## src/rtl/bldc_quadrature_generator_pkg.sv

```systemverilog
// Shared definitions for the BLDC quadrature generator: quadrature codes,
// FSM state encoding and the one-step sequence function.
package bldc_quadrature_generator_pkg;

  localparam int DEF_COUNT_WIDTH  = 15;
  localparam int DEF_PERIOD_WIDTH = 16;

  // Quadrature codes {A,B}, shared with the encoder counter.
  localparam logic [1:0] STEP_0 = 2'b00;
  localparam logic [1:0] STEP_1 = 2'b01;
  localparam logic [1:0] STEP_2 = 2'b10;
  localparam logic [1:0] STEP_3 = 2'b11;

  typedef enum logic {
    ST_IDLE = 1'b0,
    ST_RUN  = 1'b1
  } gen_state_t;

  // Next quadrature code. dir=0 walks up (00->01->11->10), dir=1 walks down.
  // Only one bit changes per call, so the output is always Gray-valid.
  function automatic logic [1:0] next_step(input logic [1:0] code, input logic dir);
    logic [1:0] res;
    res = STEP_0;
    case (code)
      STEP_0:  res = dir ? STEP_2 : STEP_1;
      STEP_1:  res = dir ? STEP_0 : STEP_3;
      STEP_3:  res = dir ? STEP_1 : STEP_2;
      STEP_2:  res = dir ? STEP_3 : STEP_0;
      default: res = STEP_0;
    endcase
    return res;
  endfunction

endpackage

```

## src/rtl/bldc_quadrature_generator_timer.sv

```systemverilog
// Reloadable edge-interval down-counter. tick is high for the one clock in
// which the count sits at 1 while running; the count reloads on that tick.
module quad_step_timer
  import bldc_quadrature_generator_pkg::*;
#(
  parameter int PERIOD_WIDTH = DEF_PERIOD_WIDTH
) (
  input  logic                    clk,
  input  logic                    reset_n,
  input  logic                    load,
  input  logic [PERIOD_WIDTH-1:0] period,
  input  logic                    run,
  output logic                    tick
);

  localparam logic [PERIOD_WIDTH-1:0] ONE  = {{(PERIOD_WIDTH-1){1'b0}}, 1'b1};
  localparam logic [PERIOD_WIDTH-1:0] ZERO = {PERIOD_WIDTH{1'b0}};

  logic [PERIOD_WIDTH-1:0] r_count;

  assign tick = run && (r_count == ONE);

  // Count down while running; load/reload from the period input.
  always_ff @(posedge clk or negedge reset_n) begin
    if (!reset_n) begin
      r_count <= ZERO;
    end else if (load) begin
      r_count <= period;
    end else if (tick) begin
      r_count <= period;
    end else if (run && (r_count != ZERO)) begin
      r_count <= r_count - ONE;
    end else begin
      r_count <= r_count;
    end
  end

endmodule

```

## src/rtl/bldc_quadrature_generator.sv

```systemverilog
// Quadrature waveform generator: turns signed step commands into {A,B}
// encoder edges at a programmable interval and tracks the signed position
// a correct decoder would accumulate from those edges.
module bldc_quadrature_generator
  import bldc_quadrature_generator_pkg::*;
#(
  parameter int COUNT_WIDTH  = DEF_COUNT_WIDTH,
  parameter int PERIOD_WIDTH = DEF_PERIOD_WIDTH
) (
  input  logic                    clk,
  input  logic                    reset_n,
  input  logic                    cmd_valid,
  output logic                    cmd_ready,
  input  logic [COUNT_WIDTH-1:0]  cmd_steps,
  input  logic [PERIOD_WIDTH-1:0] cmd_period,
  input  logic                    abort,
  input  logic                    pos_clear,
  output logic [1:0]              enc,
  output logic                    busy,
  output logic                    done,
  output logic [COUNT_WIDTH-1:0]  position
);

  localparam logic [COUNT_WIDTH-1:0]  C_ZERO = {COUNT_WIDTH{1'b0}};
  localparam logic [COUNT_WIDTH-1:0]  C_ONE  = {{(COUNT_WIDTH-1){1'b0}}, 1'b1};
  localparam logic [COUNT_WIDTH-1:0]  C_MONE = {COUNT_WIDTH{1'b1}};
  localparam logic [PERIOD_WIDTH-1:0] P_ZERO = {PERIOD_WIDTH{1'b0}};
  localparam logic [PERIOD_WIDTH-1:0] P_ONE  = {{(PERIOD_WIDTH-1){1'b0}}, 1'b1};

  gen_state_t r_state;
  gen_state_t w_state_next;

  logic                    r_dir;
  logic [COUNT_WIDTH-1:0]  r_remaining;
  logic [PERIOD_WIDTH-1:0] r_period;
  logic [1:0]              r_enc;
  logic [COUNT_WIDTH-1:0]  r_position;
  logic                    r_done;

  logic                    w_done_next;
  logic                    w_accept;
  logic                    w_cmd_zero;
  logic [COUNT_WIDTH-1:0]  w_steps_abs;
  logic [PERIOD_WIDTH-1:0] w_period_eff;
  logic                    w_timer_load;
  logic [PERIOD_WIDTH-1:0] w_timer_period;
  logic                    w_run;
  logic                    w_tick;
  logic                    w_edge;
  logic                    w_last;

  // Magnitude as unsigned: the most negative command maps to 2^(W-1) exactly.
  assign w_steps_abs  = cmd_steps[COUNT_WIDTH-1] ? (~cmd_steps + C_ONE) : cmd_steps;
  assign w_period_eff = (cmd_period == P_ZERO) ? P_ONE : cmd_period;
  assign w_cmd_zero   = (cmd_steps == C_ZERO);
  assign w_accept     = cmd_valid && (r_state == ST_IDLE);
  assign w_run        = (r_state == ST_RUN);
  // Abort beats a due edge, so an aborted cycle never moves enc.
  assign w_edge       = w_run && w_tick && !abort;
  assign w_last       = w_edge && (r_remaining == C_ONE);

  assign w_timer_load   = w_accept && !w_cmd_zero;
  assign w_timer_period = w_timer_load ? w_period_eff : r_period;

  quad_step_timer #(
    .PERIOD_WIDTH(PERIOD_WIDTH)
  ) u_timer (
    .clk    (clk),
    .reset_n(reset_n),
    .load   (w_timer_load),
    .period (w_timer_period),
    .run    (w_run),
    .tick   (w_tick)
  );

  // FSM state register.
  always_ff @(posedge clk or negedge reset_n) begin
    if (!reset_n) begin
      r_state <= ST_IDLE;
    end else begin
      r_state <= w_state_next;
    end
  end

  // FSM next state and completion pulse.
  always_comb begin
    w_state_next = r_state;
    w_done_next  = 1'b0;
    case (r_state)
      ST_IDLE: begin
        if (w_accept && w_cmd_zero) begin
          w_done_next = 1'b1;
        end else if (w_accept) begin
          w_state_next = ST_RUN;
        end else begin
          w_state_next = ST_IDLE;
        end
      end
      ST_RUN: begin
        if (abort) begin
          w_state_next = ST_IDLE;
        end else if (w_last) begin
          w_state_next = ST_IDLE;
          w_done_next  = 1'b1;
        end else begin
          w_state_next = ST_RUN;
        end
      end
      default: begin
        w_state_next = ST_IDLE;
      end
    endcase
  end

  // Command latch and remaining-edge counter.
  always_ff @(posedge clk or negedge reset_n) begin
    if (!reset_n) begin
      r_dir       <= 1'b0;
      r_remaining <= C_ZERO;
      r_period    <= P_ONE;
    end else if (w_accept) begin
      r_dir       <= cmd_steps[COUNT_WIDTH-1];
      r_remaining <= w_steps_abs;
      r_period    <= w_period_eff;
    end else if (w_edge) begin
      r_remaining <= r_remaining - C_ONE;
    end else begin
      r_remaining <= r_remaining;
    end
  end

  // Quadrature output: one Gray step per emitted edge, held while idle.
  always_ff @(posedge clk or negedge reset_n) begin
    if (!reset_n) begin
      r_enc <= STEP_0;
    end else if (w_edge) begin
      r_enc <= next_step(r_enc, r_dir);
    end else begin
      r_enc <= r_enc;
    end
  end

  // Signed position, wrapping; a clear overrides a coincident edge.
  always_ff @(posedge clk or negedge reset_n) begin
    if (!reset_n) begin
      r_position <= C_ZERO;
    end else if (pos_clear) begin
      r_position <= C_ZERO;
    end else if (w_edge) begin
      r_position <= r_position + (r_dir ? C_MONE : C_ONE);
    end else begin
      r_position <= r_position;
    end
  end

  // Registered completion pulse.
  always_ff @(posedge clk or negedge reset_n) begin
    if (!reset_n) begin
      r_done <= 1'b0;
    end else begin
      r_done <= w_done_next;
    end
  end

  assign cmd_ready = (r_state == ST_IDLE);
  assign busy      = (r_state == ST_RUN);
  assign enc       = r_enc;
  assign done      = r_done;
  assign position  = r_position;

endmodule

```

## config.mk

```make
export PLATFORM = sky130hd
export DESIGN_NAME = bldc_quadrature_generator
export DESIGN_NICKNAME = d
export VERILOG_FILES = /design/src/rtl/bldc_quadrature_generator_pkg.sv /design/src/rtl/bldc_quadrature_generator_timer.sv /design/src/rtl/bldc_quadrature_generator.sv
export SDC_FILE = /design/constraint.sdc
export NUM_CORES = 1
export LEC_CHECK = 0
export CAP_MARGIN = 20
export CORE_ASPECT_RATIO = 1.2
export CORE_MARGIN = 5
export CORE_UTILIZATION = 38
export DETAILED_ROUTE_END_ITERATION = 10
export GPL_TIMING_DRIVEN = 0
export PLACE_DENSITY = 0.58
export SLEW_MARGIN = 25
export SYNTH_ARGS = -nofsm -noshare
export SYNTH_HDL_FRONTEND = slang
export SYNTH_HIERARCHICAL = 1
export SYNTH_SLANG_ARGS = --single-unit
```

## constraint.sdc

```tcl
create_clock -name clk -period 9 [get_ports clk]
set_clock_uncertainty 0.2 [all_clocks]
set_input_delay 0.9 -clock clk [delete_from_list [all_inputs] [get_ports clk]]
set_output_delay 0.9 -clock clk [all_outputs]
set_load 0.005 [all_outputs]
```

==> results.txt, run 1 <==
The cell depth of the worst min-delay path came out at 2. The number of buffers added for setup after CTS is 0. The largest fanout on the critical path is 10. The share of the clock period used by the worst path after layout came out at 45.22%.

The sort of element at the start of the critical path is an input pin. The global placer's final weighted congestion is 0.8395. The beginning of the worst hold path is r_period[14]. The DRC violation count after routing came out at 0. Setup violations remaining at the end of the flow were counted as 0. The horizontal extent of the die is 109.3 um. The floorplan step set the die height to 129.2 um. The placeable core area is 11570 um2. The detail route stage leaves a number of antenna-violating nets equal to 0. The detailed-route via count is 3941. Of the cells placed in the final design, the portion with a size suffix greater than 1 is 7.958%. The startpoint of the most critical register-to-register path is u_timer/r_count[2].

The leakage component of the power came out at 2.308 nW. IR analysis of the VDD net gives a maximum drop of 0.08058 mV. The number of antenna violations at the first check in global routing came out at 0. The fraction of the yosys area taken by sequential cells is 37.31%. The first-pass iteration count of the detailed router is 4. The effective utilization at floorplan came out at 38.88%.

Sorting the synthesized cells by area gives the leading types as dfrtp_1 37%, nand2_1 6.9%, ha_1 5.0%, xnor2_1 3.9%, o21ai_0 3.3%. The number of global-route vias before repair came to 3914. The time the worst path needs with I/O delays and setup is 4.069 ns. For the worst setup path, the data arrival time is 4.12 ns. The clock tree from TritonCTS is done. The wire length per cell after detailed routing came out at 16.04 um. Static timing analysis puts the maximum clock frequency at 245.7 MHz. The combinational group share of total power came out at 26.1%.

The number of synthesized register bits came out at 67. The largest net degree at the start of global routing is 41. Walking the worst path, the cells encountered are clkdlybuf4s50_1 -> or4_4 -> or3_4 -> nand2b_4 -> o21a_1 -> buf_6 -> buf_12 -> a41oi_1 -> clkbuf_1 -> nor2_1 -> a31oi_1. The slowest stage of the critical path belongs to the cell or4_4.

The worst reg2reg path depth came out at 10. In this run, the number of DRC markers left after iteration 0 of detailed routing was 193. The filler cell count is 1126. The clock tree root driver cell is clkbuf_16. Of the post-synthesis cell area, the dominant cell type holds 36.73%. Setup total negative slack on the finished layout was measured at 0 ns. For flop-to-flop paths, the worst setup slack is 5.35 ns. The hold-fix buffer count after cts is 0.

For the pin with the worst max-slew slack, the measured transition is 0.6943 ns. The data required time of the critical path is 9.05 ns. The via density per instance is 5.362. Input and output buffers added on the ports amount to 54. The path with the worst hold slack has its endpoint at r_period[14]. The worst register-to-register path ends at busy. The kind of end point of the critical path is a flip-flop. The first global-routing pass estimated 19.41 mm of wire. The number of synthesized flops with an enable pin came out at 0. The final count of pins violating max slew came out at 0. The total count of hold-check failures in the final report is 0.

The netlist area before placement came out at 4497 um2. The min-delay analysis places its worst path in the category reg2reg. Synthesis handed over a netlist of 507 instances. The delay of the slowest cell on the worst path came out at 0.56 ns. The relative area change from synthesis to final layout is 22.37%. The number of warnings issued by yosys is 6. The half-perimeter wire length after detailed placement came out at 8.706 mm. The clock passes through at most 2 buffers. The I/O pin total came out at 56. After clock tree synthesis, the clock-pin slew on the worst setup and hold paths is 0.05 ns. In this run the worst setup path begins at cmd_steps[5]. The number of antenna cells inserted is 0.

For this run the aggregate overflow at the end of global routing stands at 0. The net switching fraction of the power is 33.01%. The worst-skew pair later-pin latency came out at 0.33 ns. The distinct cell type count of the synthesized netlist is 64. The switching power is 329.9 uW. Setup repair after global routing left no endpoint under its margin. The fraction of registers with async set or reset after synthesis is 100.0%. The H-tree generated during clock tree synthesis spans 3 levels. The run finished with clean final reports.

The number of buffers created by CTS is 9. The synthesized design spends more area on one cell type than any other, namely dfrtp_1. The full die area came out at 14120 um2. The worst pin sits at a relative slew slack of 53.71%. The site row count is 43. Among all flip-flop cells after synthesis, the most frequent one is dfrtp_1.

The worst setup path is of the in2reg kind. The max-capacitance violation count is 0. In this run, the clock network consumes 31.4% of the power. Across the whole layout, storage elements account for 1678 um2. The final layout net count came out at 628.

Counting every net in the synthesized netlist gives 562. The overall global routing resource usage came out at 17.67%. Summed over all layers, the routed wires come to 11.79 mm. The multi-input combinational cells in the finished layout cover a total of 2659 um2.

The internal power summed over all cells is 669.6 uW. The fraction of power consumed by sequential logic is 42.5%. The post-cts sizing count came out at 0. The average size of a mapped cell is 8.869 um2. The count of clock tree sinks came out at 67.

Total power for the finished layout comes to 999.4 uW. Power spread over the standard cell area amounts to 181.6 nW/um2.
-- cells in the final DEF, fill, tap and decap left out, types with 3 or more instances in the layout --
cell and n:
o31ai_1 7, or4_1 7, o211ai_1 6, nor2_1 35, or3_1 9, nand2b_1 4
mux2i_1 5, nand4_1 7, inv_1 15, nor2b_1 5, ha_1 18, o41ai_1 3
o21ai_0 30, a21o_1 6, clkbuf_1 23, xnor2_1 20, and3_1 5, o21a_1 9
a31oi_1 10, nand3_1 9, nor4_1 10, mux2_2 10, nand2_1 83, xor2_1 13
clkbuf_16 9, nor3_1 13, dfrtp_1 66, a21oi_1 27, clkdlybuf4s50_1 53, mux2_4 6
a211oi_1 7
-- worst max path at each step --
stage	to	slack, ns	depth (start not counted)
floorplan	u_timer/r_count[8]	5.56	10
global placement	r_remaining[0]	4.40	1
detailed placement	u_timer/r_count[5]	4.57	11
CTS	u_timer/r_count[14]	4.92	11
global route	u_timer/r_count[8]	4.80	11
finish	u_timer/r_count[14]	4.93	11
-- cells by family after synthesis --
logic type | count (synthesis) | share of synthesized area (%)
AOI/OAI and AO/OA | 123 | 18.31
xor gates and xnor gates | 33 | 6.427
adders and majority gates | 19 | 5.454
buffers and inverters | 36 | 3.561
DFF | 67 | 37.31
muxes | 22 | 5.871
and+or+nand+nor | 207 | 23.07
-- power groups by stage --
stage	Combinational [mW]	Sequential, mW	Clock, mW
2_1_floorplan	0.189	0.410	0
3_3_place_gp	0.255	0.425	0
3_5_place_dp	0.261	0.428	0
4_1_cts	0.262	0.424	0.321
5_1_grt	0.293	0.435	0.338
6_report	0.260	0.425	0.314
-- layout make-up --
class / instances / share of cell area [%]
inverters: 15 / 1.023
well taps: 157 / 3.570
repair buffers: 55 / 10.14
plain buffers: 21 / 1.887
clock buffers: 16 / 4.570
flip-flops and latches: 67 / 30.49
multi-input cells: 404 / 48.32
-- through the flow --
stage               instance area, um2  worst slack [ns]  util, %  cells  hold slack, ns
floorplan                         4497             5.558        -    507          0.2417
global route                      5503             4.803    47.57    735          0.2981
detailed placement                5251             4.569    45.40    719          0.2627
CTS                               5503             4.918    47.57    735          0.2791
finish                            5503             4.931    47.57    735          0.2743
global placement                  5234             4.398    45.25    718          0.2559
-- metal layers --
layer	vias to the layer above	GRT usage, %	share of wire (%)
met4	0	5.869	1.7
met2	73	29.83	49
met1	1877	22.43	45
met3	14	3.837	3.7
met5	-	0	0
li1	1977	-	-
-- cell usage after synthesis (3+ instances only) --
cell and count:
or4_1 7, xor2_1 13, nand2_1 83, nor2b_1 5, inv_1 15, nand2b_1 4, a211oi_1 7, ha_1 18
o21a_1 9, nor4_1 10, a31oi_1 10, mux2_2 10, nand3_1 9, dfrtp_1 66, and3_1 5, o31ai_1 7
or3_1 9, nor2_1 35, nand4_1 7, xnor2_1 20, mux2_4 6, nor3_1 13, o41ai_1 3, o21ai_0 30
clkbuf_1 16, a21o_1 6, a21oi_1 27, o211ai_1 6, mux2i_1 5
-- state kept, by name, summed over array words and instances (netlist names) --
register         count
r_period            16
u_timer/r_count     16
position            15
r_remaining         15
enc                  2
busy                 1
done                 1
r_dir                1
-- worst max-delay path, delay by kind of cell --
family                 cells  cell delay (ns)
AND/OR/NAND/NOR            4             1.21
buffers and inverters      4             1.24
AO/OA/AOI/OAI              3             0.75
(Power assumes the default switching activity.)
==> run 2: changes to the inputs <==
--- a/config.mk
+++ b/config.mk
@@ -11,7 +11,7 @@
 export CORE_UTILIZATION = 38
 export DETAILED_ROUTE_END_ITERATION = 10
 export GPL_TIMING_DRIVEN = 0
-export PLACE_DENSITY = 0.58
+export PLACE_DENSITY = 0.6
 export SLEW_MARGIN = 25
 export SYNTH_ARGS = -nofsm -noshare
 export SYNTH_HDL_FRONTEND = slang
==> constraint.sdc (replaced) <==
create_clock -name clk -period 3.4 [get_ports clk]
set_clock_uncertainty 0.2 [all_clocks]
set_input_delay 0.34 -clock clk [delete_from_list [all_inputs] [get_ports clk]]
set_output_delay 0.34 -clock clk [all_outputs]
set_load 0.005 [all_outputs]
==> results.txt, run 2 (same netlist as run 1, synthesis figures left out) <==
The HPWL after detailed placement is 8.622 mm. The relative area change from synthesis to final layout came out at 25.40%. The buffer levels on the longest clock path is 2. For this design the top-level I/O count stands at 56. The data arrival time of the critical path came out at 3.32 ns. After clock tree synthesis, the clock-pin slew on the worst setup and hold paths is 0.06 ns. The largest net degree at the start of global routing is 44. For the worst-skew pair, the clock arrives at the later sink with an insertion delay of 0.33 ns. The first-pass iteration count of the detailed router is 4.

The wire length of the first global-routing pass is 19.79 mm. The wire length per cell after detailed routing is 16.11 um. The number of antenna violations at the first check in global routing came out at 0. The detailed-route via count came out at 4031. The highest achievable clock rate came out at 303.1 MHz. The flow ran to the end, and the final reports show no timing, DRC or antenna violations. The critical path class is reg2reg. The die outline height came out at 129.2 um. The worst setup slack after placement came out at -0.4267 ns. The number of global-route vias before repair is 4072. The sort of element at the start of the critical path is a flip-flop. Leaving out fill and tap cells, the most frequent cells in the layout are 83 x nand2_1, 65 x dfrtp_1, 53 x clkdlybuf4s50_1. The non-filler instance count after layout came out at 739.

TritonCTS built the clock tree. The final count of pins violating max slew is 0. The filler cell count came out at 1126.

The effective utilization at floorplan is 38.88%. The DRC violation count after routing came out at 0. In this run the tightest slew margin relative to its limit is 54.87%. The setup check on the worst reg-to-reg path leaves a slack of 0.10 ns. The power density over the cells came out at 491.9 nW/um2. The aggregate routed wire length came out at 11.90 mm.

The floorplan step defined a core boundary enclosing 11570 um2. The count of placed standard cells including taps is 719. The largest fanout on the critical path is 9. The leakage component of the power came out at 2.384 nW. The total count of hold-check failures in the final report came out at 0. STA classifies the critical path endpoint as a flip-flop. Summed over all layers, the global routing overflow is 0. At the end of routability-driven placement, the weighted congestion stood at 0.8581. The data required time of the critical path came out at 3.42 ns.

The share of the clock period used by the worst path after layout came out at 97.04%. In this run, the number of DRC markers left after iteration 0 of detailed routing was 208. The time the worst path needs with I/O delays and setup is 3.299 ns. The full die area is 14120 um2. The count of port buffers added during placement came out at 54. The share of final-layout standard cells stronger than drive strength 1 is 12.03%. The horizontal extent of the die is 109.3 um. The commonest non-fill, non-tap cell in the layout is nand2_1. For the pin with the worst max-slew slack, the measured transition is 0.6708 ns. The setup slack after layout is 0.1007 ns.

The number of antenna cells inserted came out at 0. The count of clock tree sinks came out at 67. The site row count came out at 43. The path class of the tightest hold or removal check is in2reg. Across every metal layer, demand over resource in global routing totals 17.71%. The max-capacitance violation count is 0.

The largest registers in the layout are r_period: 16 flops, u_timer/r_count: 16 flops. The final layout contains 632 nets. The setup-violating endpoint count in the final report is 0. The via density per instance is 5.455. The clock tree root driver cell is clkbuf_16.

The count of nets left with antenna violations once routing finished came out at 0. The highest ir drop seen on vdd is 0.2258 mV. The number of buffers created by CTS came out at 9. CTS built an H-tree with a depth of 3.
==> run 2: layout make-up <==
type	count	area [um2]	share of cell area, %
clock inverter	6	65.06	1.154
multi-input combinational	404	2695	47.79
buffer	20	112.6	1.997
sequential	67	1679	29.78
clock buffer	10	229.0	4.060
timing repair buffer	60	605.6	10.74
inverter	15	56.30	0.9984
tap	157	196.4	3.483
==> run 2: repair_timing <==
action	4_1_cts	5_1_grt
setup endpoints to repair	22	26
resized for setup	7	10
hold buffers	1	0
buffers inserted	2	2
pin swaps	0	1
endpoints found under the hold margin	24	0
==> run 2: worst max-delay path, cell delays in order, from the launching register on <==
cell and delay (ns):
dfrtp_2 0.41, or4_4 0.54, buf_6 0.16, nor4_2 0.22
and3_1 0.20, and3b_2 0.23, nand3_2 0.09, or3_4 0.35
or4b_4 0.52, a31o_2 0.25
==> run 2: path summary, 6_finish.rpt <==
| check | from | to | cells after the start |
|---|---|---|---|
| min in group asynchronous | reset_n | r_period[5] | 2 |
| min reg2reg | r_period[15] | r_period[15] | 2 |
| max reg2reg | u_timer/r_count[2] | busy | 9 |
| max in group asynchronous | reset_n | r_period[0] | 3 |
| max | u_timer/r_count[2] | busy | 9 |
| min | pos_clear | position[1] | 2 |
==> run 2: power breakdown <==
group / leakage, nW / total (mW) / switching [mW] / internal, mW
Sequential: 0.834 / 1.12 / 0.174 / 0.949
Clock: 0.143 / 0.932 / 0.363 / 0.569
Combinational: 1.41 / 0.719 / 0.377 / 0.341
Total: 2.38 / 2.77 / 0.914 / 1.86
==> run 2: metrics by stage <==
stage / utilization [%] / TNS, ns / total power, mW / area, um2 / hold slack, ns
2_1_floorplan: - / 0 / 1.587 / 4497 / -0.1556
3_3_place_gp: 45.25 / -48.56 / 1.797 / 5234 / 0.2566
3_5_place_dp: 45.46 / -6.146 / 1.823 / 5259 / 0.08676
4_1_cts: 48.31 / 0 / 2.784 / 5588 / 0.2354
5_1_grt: 48.75 / -0.009339 / 2.956 / 5639 / 0.2931
6_report: 48.75 / 0 / 2.774 / 5639 / 0.2502
==> run 2: metal layers <==
| layer | vias to the layer above | GRT usage (%) | part of all wire [%] |
|---|---|---|---|
| met4 | 0 | 6.897 | 1.4 |
| met3 | 14 | 2.840 | 4.2 |
| met1 | 1956 | 22.27 | 44 |
| met5 | - | 0 | 0 |
| met2 | 76 | 30.37 | 50 |
| li1 | 1985 | - | - |
==> run 3: changes to the inputs <==
--- a/config.mk
+++ b/config.mk
@@ -12,7 +12,7 @@
 export DETAILED_ROUTE_END_ITERATION = 10
 export GPL_TIMING_DRIVEN = 0
 export PLACE_DENSITY = 0.6
-export SLEW_MARGIN = 25
+export SLEW_MARGIN = 30
 export SYNTH_ARGS = -nofsm -noshare
 export SYNTH_HDL_FRONTEND = slang
 export SYNTH_HIERARCHICAL = 1
==> results of run 3 <==
Final layout, timing and power as in run 2 (identical DEF).
